--- config.mk ---
export PLATFORM = sky130hd
export DESIGN_NAME = pipe_reg_sync_flat
export DESIGN_NICKNAME = d
export VERILOG_FILES = /design/src/rtl/pipe_reg_pkg.sv /design/src/rtl/pipe_reg_sync_if.sv /design/src/rtl/pipe_reg_stage.sv /design/src/rtl/pipe_reg_sync.sv /design/src/flat_wrapper.sv
export SDC_FILE = /design/constraint.sdc
export NUM_CORES = 1
export LEC_CHECK = 0
export BUFFER_PORTS_ARGS = -buffer_cell sky130_fd_sc_hd__buf_2
export CAP_MARGIN = 30
export CORE_MARGIN = 5
export CORE_UTILIZATION = 40
export CTS_BUF_LIST = sky130_fd_sc_hd__clkbuf_4 sky130_fd_sc_hd__clkbuf_8
export DETAILED_ROUTE_END_ITERATION = 6
export MAX_ROUTING_LAYER = met4
export PLACE_DENSITY = 0.7
export SYNTH_ARGS = -nofsm -noshare
export SYNTH_HDL_FRONTEND = slang
export SYNTH_HIERARCHICAL = 1
export SYNTH_SLANG_ARGS = --single-unit
export TNS_END_PERCENT = 20
--- constraint.sdc ---
create_clock -name clk -period 2 [get_ports clk]
set_input_delay 0.4 -clock clk [delete_from_list [all_inputs] [get_ports clk]]
set_output_delay 0.4 -clock clk [all_outputs]
set_load 0.1 [all_outputs]
--- src/rtl/pipe_reg_pkg.sv ---
// pipe_reg_pkg: shared defaults and the count-width helper for pipe_reg_sync.
package pipe_reg_pkg;

    localparam int DEF_WIDTH = 8;
    localparam int DEF_DEPTH = 2;

    // Bits needed to hold an occupancy value in the range 0..depth.
    function automatic int cnt_width(input int depth);
        return $clog2(depth + 1);
    endfunction

endpackage

--- src/rtl/pipe_reg_sync_if.sv ---
// pipe_reg_sync_if: producer/consumer handshake bundle of the register pipeline.
//
// Handshake: a word moves across a port on a rising clock edge exactly when
// valid and ready are both high in the cycle before that edge. valid never
// waits for ready. ready may depend combinationally on the other side's ready,
// but never on valid. The master modport is the environment that drives
// in_* and out_ready. The slave modport is the pipeline.
interface pipe_reg_sync_if import pipe_reg_pkg::*; #(
    parameter int WIDTH = DEF_WIDTH,
    parameter int DEPTH = DEF_DEPTH
);
    localparam int CNT_W = cnt_width(DEPTH);

    logic             in_valid;
    logic             in_ready;
    logic [WIDTH-1:0] in_data;
    logic             out_valid;
    logic             out_ready;
    logic [WIDTH-1:0] out_data;
    logic [CNT_W-1:0] count;

    modport master (
        output in_valid, in_data, out_ready,
        input  in_ready, out_valid, out_data, count
    );

    modport slave (
        input  in_valid, in_data, out_ready,
        output in_ready, out_valid, out_data, count
    );

endinterface

--- src/rtl/pipe_reg_stage.sv ---
// pipe_reg_stage: one valid/data register pair of the pipeline.
// load takes precedence over clear. With neither, the pair holds. A clear drops
// only the valid bit, so the data word stays visible after the stage empties.
module pipe_reg_stage #(
    parameter int               WIDTH   = 8,
    parameter logic [WIDTH-1:0] RST_VAL = '0
) (
    input  logic             clk,
    input  logic             sync_rst,
    input  logic             load,
    input  logic             clear,
    input  logic [WIDTH-1:0] d,
    output logic             vld_q,
    output logic [WIDTH-1:0] dat_q
);

    logic             vld_d;
    logic [WIDTH-1:0] dat_d;

    // Next-state selection: load a new word, drop validity, or hold.
    always_comb begin
        vld_d = vld_q;
        dat_d = dat_q;
        if (load) begin
            vld_d = 1'b1;
            dat_d = d;
        end else if (clear) begin
            vld_d = 1'b0;
        end
    end

    // Stage registers. Reset empties the stage and restores the reset word.
    always_ff @(posedge clk) begin
        if (sync_rst) begin
            vld_q <= 1'b0;
            dat_q <= RST_VAL;
        end else begin
            vld_q <= vld_d;
            dat_q <= dat_d;
        end
    end

endmodule

--- src/rtl/pipe_reg_sync.sv ---
// pipe_reg_sync: elastic DEPTH-stage register pipeline with valid/ready stall
// support and bubble collapse. Optional feature macro: PIPE_REG_FLUSH_EN adds a
// flush input that empties every stage without touching the data words.
module pipe_reg_sync import pipe_reg_pkg::*; #(
    parameter int               WIDTH   = DEF_WIDTH,
    parameter int               DEPTH   = DEF_DEPTH,
    parameter logic [WIDTH-1:0] RST_VAL = '0
) (
    input  logic                  clk,
    input  logic                  sync_rst,
`ifdef PIPE_REG_FLUSH_EN
    input  logic                  flush,
`endif
    pipe_reg_sync_if.slave        bus
);

    localparam int CNT_W = cnt_width(DEPTH);

    logic             flush_i;
    logic [DEPTH-1:0] vld;
    logic [WIDTH-1:0] dat [DEPTH];
    logic [DEPTH-1:0] rdy;
    logic [DEPTH-1:0] load;
    logic [DEPTH-1:0] clear;
    logic             in_ready;
    logic             accept;
    logic             consume;
    logic [CNT_W-1:0] count_d;
    logic [CNT_W-1:0] count_q;

`ifdef PIPE_REG_FLUSH_EN
    assign flush_i = flush;
`else
    assign flush_i = 1'b0;
`endif

    // Ready chain from the output end back to the input. A stage can take a
    // word when it is empty or its own word is moving on this cycle.
    always_comb begin
        logic chain;
        chain          = !vld[DEPTH-1] || bus.out_ready;
        rdy[DEPTH-1]   = chain;
        for (int i = DEPTH - 2; i >= 0; i--) begin
            chain  = !vld[i] || chain;
            rdy[i] = chain;
        end
    end

    assign in_ready = rdy[0] && !sync_rst && !flush_i;
    assign accept   = bus.in_valid && in_ready;
    assign consume  = vld[DEPTH-1] && bus.out_ready;

    for (genvar i = 0; i < DEPTH; i++) begin : g_stage
        logic             src_vld;
        logic [WIDTH-1:0] src_dat;

        if (i == 0) begin : g_head
            assign src_vld = bus.in_valid;
            assign src_dat = bus.in_data;
        end else begin : g_body
            assign src_vld = vld[i-1];
            assign src_dat = dat[i-1];
        end

        // Flush suppresses every load and empties the stage.
        assign load[i]  = rdy[i] && src_vld && !flush_i;
        assign clear[i] = flush_i || (rdy[i] && !src_vld);

        pipe_reg_stage #(
            .WIDTH   (WIDTH),
            .RST_VAL (RST_VAL)
        ) u_stage (
            .clk      (clk),
            .sync_rst (sync_rst),
            .load     (load[i]),
            .clear    (clear[i]),
            .d        (src_dat),
            .vld_q    (vld[i]),
            .dat_q    (dat[i])
        );
    end

    // Occupancy update from the two handshakes. A flush empties the pipeline.
    always_comb begin
        count_d = count_q;
        if (flush_i) begin
            count_d = '0;
        end else begin
            count_d = count_q + CNT_W'(accept) - CNT_W'(consume);
        end
    end

    // Occupancy register.
    always_ff @(posedge clk) begin
        if (sync_rst) begin
            count_q <= '0;
        end else begin
            count_q <= count_d;
        end
    end

    assign bus.in_ready  = in_ready;
    assign bus.out_valid = vld[DEPTH-1];
    assign bus.out_data  = dat[DEPTH-1];
    assign bus.count     = count_q;

endmodule

--- src/flat_wrapper.sv ---
// flat-port wrapper written by rule: the top's interface ports become plain ports
module pipe_reg_sync_flat import pipe_reg_pkg::*;
#(
    parameter int               WIDTH   = DEF_WIDTH,
    parameter int               DEPTH   = DEF_DEPTH,
    parameter logic [WIDTH-1:0] RST_VAL = '0
)
  (clk, sync_rst, bus_in_valid, bus_in_data, bus_out_ready, bus_in_ready, bus_out_valid, bus_out_data, bus_count);
  pipe_reg_sync_if #(.WIDTH(WIDTH), .DEPTH(DEPTH)) bus_i ();
  input  logic clk;
  input  logic sync_rst;
  input wire logic [$bits(bus_i.in_valid)-1:0] bus_in_valid;
  input wire logic [$bits(bus_i.in_data)-1:0] bus_in_data;
  input wire logic [$bits(bus_i.out_ready)-1:0] bus_out_ready;
  output wire logic [$bits(bus_i.in_ready)-1:0] bus_in_ready;
  output wire logic [$bits(bus_i.out_valid)-1:0] bus_out_valid;
  output wire logic [$bits(bus_i.out_data)-1:0] bus_out_data;
  output wire logic [$bits(bus_i.count)-1:0] bus_count;
  assign bus_i.in_valid = bus_in_valid;
  assign bus_i.in_data = bus_in_data;
  assign bus_i.out_ready = bus_out_ready;
  assign bus_in_ready = bus_i.in_ready;
  assign bus_out_valid = bus_i.out_valid;
  assign bus_out_data = bus_i.out_data;
  assign bus_count = bus_i.count;
  pipe_reg_sync #(.WIDTH(WIDTH), .DEPTH(DEPTH), .RST_VAL(RST_VAL)) u_core (.clk(clk), .sync_rst(sync_rst), .bus(bus_i));
endmodule
==> impl.org <==
** Status
- Result of the run :: finished, final reports clean

** Power
- Summed over all cells, the static leakage comes to 0.482 nW.
- Power spread over the standard cell area amounts to 863 nW/um^2.
- The worst-case IR drop observed on VDD is 464 uV.

** STA
- After layout, the worst setup slack is 0.200 ns.
- The count of final hold-check violations was 0.
- Worst max-slew margin expressed relative to the limit :: 64.3%
- Actual transition at the worst max-transition pin :: 0.536 ns
- Endpoints failing setup :: 0
- Static timing analysis puts the maximum clock frequency at 0.556 GHz.
- Setup repair after global routing left no endpoint under its margin.
- Clock Skews :: 0.00909 ns
- Across all hold checks on the routed design, the worst slack comes to 0.343 ns.
- Period Utilization, post-route :: 90.0%
- Total negative setup slack :: 0 ns
- Max-slew violation total from the final report :: 0
- The worst path in the final design needs a cycle of 1.80 ns, including I/O delays and setup.

** Floorplanning
- Die area :: 3010 um^2
- The core region is 1940 um^2.
- For this design the top-level I/O count stands at 24.
- Placement Rows :: 16
- The die is 54.8 um wide.
- Starting density of the core :: 41.4%
- The die is 54.8 um tall.

** Clock tree
- Clock-pin slew on the worst setup and hold paths :: 0.11 ns
- The longest clock path from root to sink contains 2 buffers.
- Clock sink count :: 20
- TritonCTS built the clock tree.
- Hold repair after CTS inserted 0 buffers.
- Clock tree synthesis inserted a total of 3 buffers.
- # Post-CTS Setup Buffers :: 0
- Post-CTS sizing :: 0
- In this run the number of H-tree levels came out at 1.
- Clock latency on the worst-skew pair, taken at its later pin, is 0.29 ns.
- Library cell used as clock root buffer :: sky130_fd_sc_hd__clkbuf_4

** Placed design
- Prior to clock tree synthesis, the placed netlist has a worst setup slack of 0.290 ns.
- Final HPWL from detailed placement :: 1040 um
- Port Buffer Count :: 23
- Post-DP Area :: 936 um^2
- Placer's final routability congestion estimate :: 0.595

** Setup path
- The number of cells on the worst reg-to-reg path is 7.
- The critical path is of the reg -> out type.
- Arrival @ worst endpoint :: 1.40 ns
- The worst setup path is captured at a primary output.
- Across all register-to-register paths, the minimum setup slack is 0.58 ns.
- RR Startpoint :: u_core/g_stage[1].u_stage/vld_q$_SDFFE_PP0P_
- At the worst endpoint, the required time is 1.60 ns.
- Largest fanout of any net on the critical path :: 7
- The worst register-to-register path ends at u_core/bus.count[1]$_SDFF_PP0_.
- In this run the worst setup path terminates at bus_in_ready.
- The most critical setup path has its startpoint at u_core/g_stage[1].u_stage/vld_q$_SDFFE_PP0P_.
- The worst setup path is launched from a flip-flop.

** Synthesis
- After synthesis, flip-flops and latches occupy 49.8% of the total area.
- Yosys printed 6 warnings.
- After synthesis, the cell types taking the most area are sky130_fd_sc_hd__dfxtp_1 (50%), sky130_fd_sc_hd__mux2i_1 (20%), sky130_fd_sc_hd__nor2_1 (8.9%).
- A synthesized cell averages 10.3 um^2.
- The synthesized design contains 20 register bits.
- Net count after synthesis :: 92
- Cell accounting for the most synthesized area :: sky130_fd_sc_hd__dfxtp_1
- Instance count of the mapped netlist :: 78
- Yosys mapped the design onto 15 distinct sky130hd cell types.
- The synthesized netlist occupies a cell area of 805 um^2.
- The top cell type by area accounts for 49.8% of the synthesized area.

** Layout
- Diode count :: 0
- Final-stage net count :: 117
- From synthesis to final layout, the design area changed by 20.8%.
- Cells with a size suffix above 1 make up 28.4% of the layout.
- Once layout is complete, the utilization of the core stands at 50.1%.
- The finished cells cover 972 um^2.

** Min path
- The min-delay analysis places its worst path in the category in -> reg.
- Beginning of the worst hold path :: bus_in_data[2]

** Routing
- For this block, the routed nets add up to 1410 um of wire.
- DRC violation count after routing :: 0
- Dividing the detail-routed wire length by the instance count gives 10.9 um.
- Remaining antenna violation count after routing :: 0
- Ratio of routed vias to standard cells :: 4.41
- Iteration-0 DRC count of the detailed router :: 3
- The routed layout has 569 vias.
- The first detailed-routing pass took 4 iterations.

** GRT
- Initial antenna violation count :: 0
- For this run the aggregate overflow at the end of global routing stands at 0.
- The first global-routing pass estimated 2150 um of wire.
- The via count of the first global-routing pass came to 566.
- Total routing usage reported by global routing :: 10.3%
- Entering global routing, the biggest net connects 23 pins.

** Flow run
- The tool flagged a number of max-cap violations equal to 0.
==> routing by layer <==
metal	wire (um)	vias up	GRT usage (%)
met4	0	0	4.98
met2	673	13	18.1
met1	665	254	10.7
met3	68	0	2.45
met5	0	-	-
li1	-	302	-
==> layout make-up <==
| class | count | area, um^2 |
|---|---|---|
| clock buffer | 4 | 36.3 |
| fill | 196 | 970 |
| multi-input combinational | 50 | 364 |
| tap | 27 | 33.8 |
| sequential | 20 | 400 |
| timing repair buffer | 24 | 123 |
| inverter | 4 | 15.0 |
==> synth_stat cells, drive strengths merged <==
master and number:
dfxtp 20, nor2 19, mux2i 16, inv 4, a21oi 3, and2 2, buf 2, clkbuf 2
ha 2, nand2b 2, nand3b 2, a21boi 1, and3b 1, nor2b 1, xnor3 1
==> where the power goes <==
group	internal, mW	switching (mW)
clock	0.111	0.114
sequential	0.420	0.0125
combinational	0.0519	0.129
total	0.583	0.256
==> stage by stage <==
stage,cells,power (mW)
after CTS,129,0.849
final,129,0.839
after floorplan,78,0.593
after global placement,125,0.621
after global routing,129,0.886
after detailed placement,125,0.625
==> layout by cell type, fill, tap and decap left out <==
cell                        n
sky130_fd_sc_hd__nor2_4     1
sky130_fd_sc_hd__and2_1     2
sky130_fd_sc_hd__and3b_1    1
sky130_fd_sc_hd__a21oi_1    3
sky130_fd_sc_hd__buf_2     23
sky130_fd_sc_hd__xnor3_1    1
sky130_fd_sc_hd__nand2b_1   2
sky130_fd_sc_hd__dfxtp_1   20
sky130_fd_sc_hd__buf_4      1
sky130_fd_sc_hd__nor2b_1    1
sky130_fd_sc_hd__inv_1      4
sky130_fd_sc_hd__nand3b_1   2
sky130_fd_sc_hd__mux2i_1   16
sky130_fd_sc_hd__a21boi_1   1
sky130_fd_sc_hd__nor2_1    18
sky130_fd_sc_hd__clkbuf_8   1
sky130_fd_sc_hd__ha_1       2
sky130_fd_sc_hd__clkbuf_4   3
==> sequential cells by signal (all words and copies together) (netlist names) <==
register                      flops
u_core/g_stage.u_stage/dat_q     16
u_core/bus.count                  2
u_core/g_stage.u_stage/vld_q      2
==> worst min path at each step <==
stage,to,slack (ns),depth (start not counted)
after floorplan,u_core/g_stage[0].u_stage/dat_q[0]$_SDFFE_PP0P_,0.46,2
after global routing,u_core/g_stage[0].u_stage/dat_q[6]$_SDFFE_PP0P_,0.35,3
final,u_core/g_stage[0].u_stage/dat_q[2]$_SDFFE_PP0P_,0.34,3
after global placement,u_core/g_stage[0].u_stage/dat_q[4]$_SDFFE_PP0P_,0.47,2
after CTS,u_core/g_stage[0].u_stage/dat_q[1]$_SDFFE_PP0P_,0.34,3
after detailed placement,u_core/g_stage[1].u_stage/dat_q[2]$_SDFFE_PP0P_,0.48,2
==> cells by family after synthesis <==
group | Yosys count | share of synthesized area (%)
XOR/XNOR | 1 | 2.80
adder cells (fa/ha/maj) | 2 | 3.11
flip-flops | 20 | 49.8
buffers and inverters | 8 | 5.91
AND/OR/NAND/NOR | 27 | 15.7
AO/OA/AOI/OAI | 4 | 2.80
multiplexers | 16 | 19.9
==> critical path, stage by stage (launching register included) <==
cell and delay (ns):
sky130_fd_sc_hd__dfxtp_1 0.37, sky130_fd_sc_hd__and3b_1 0.23, sky130_fd_sc_hd__nor2_4 0.08, sky130_fd_sc_hd__buf_2 0.42
No activity file was read; power rests on OpenSTA's default activity.
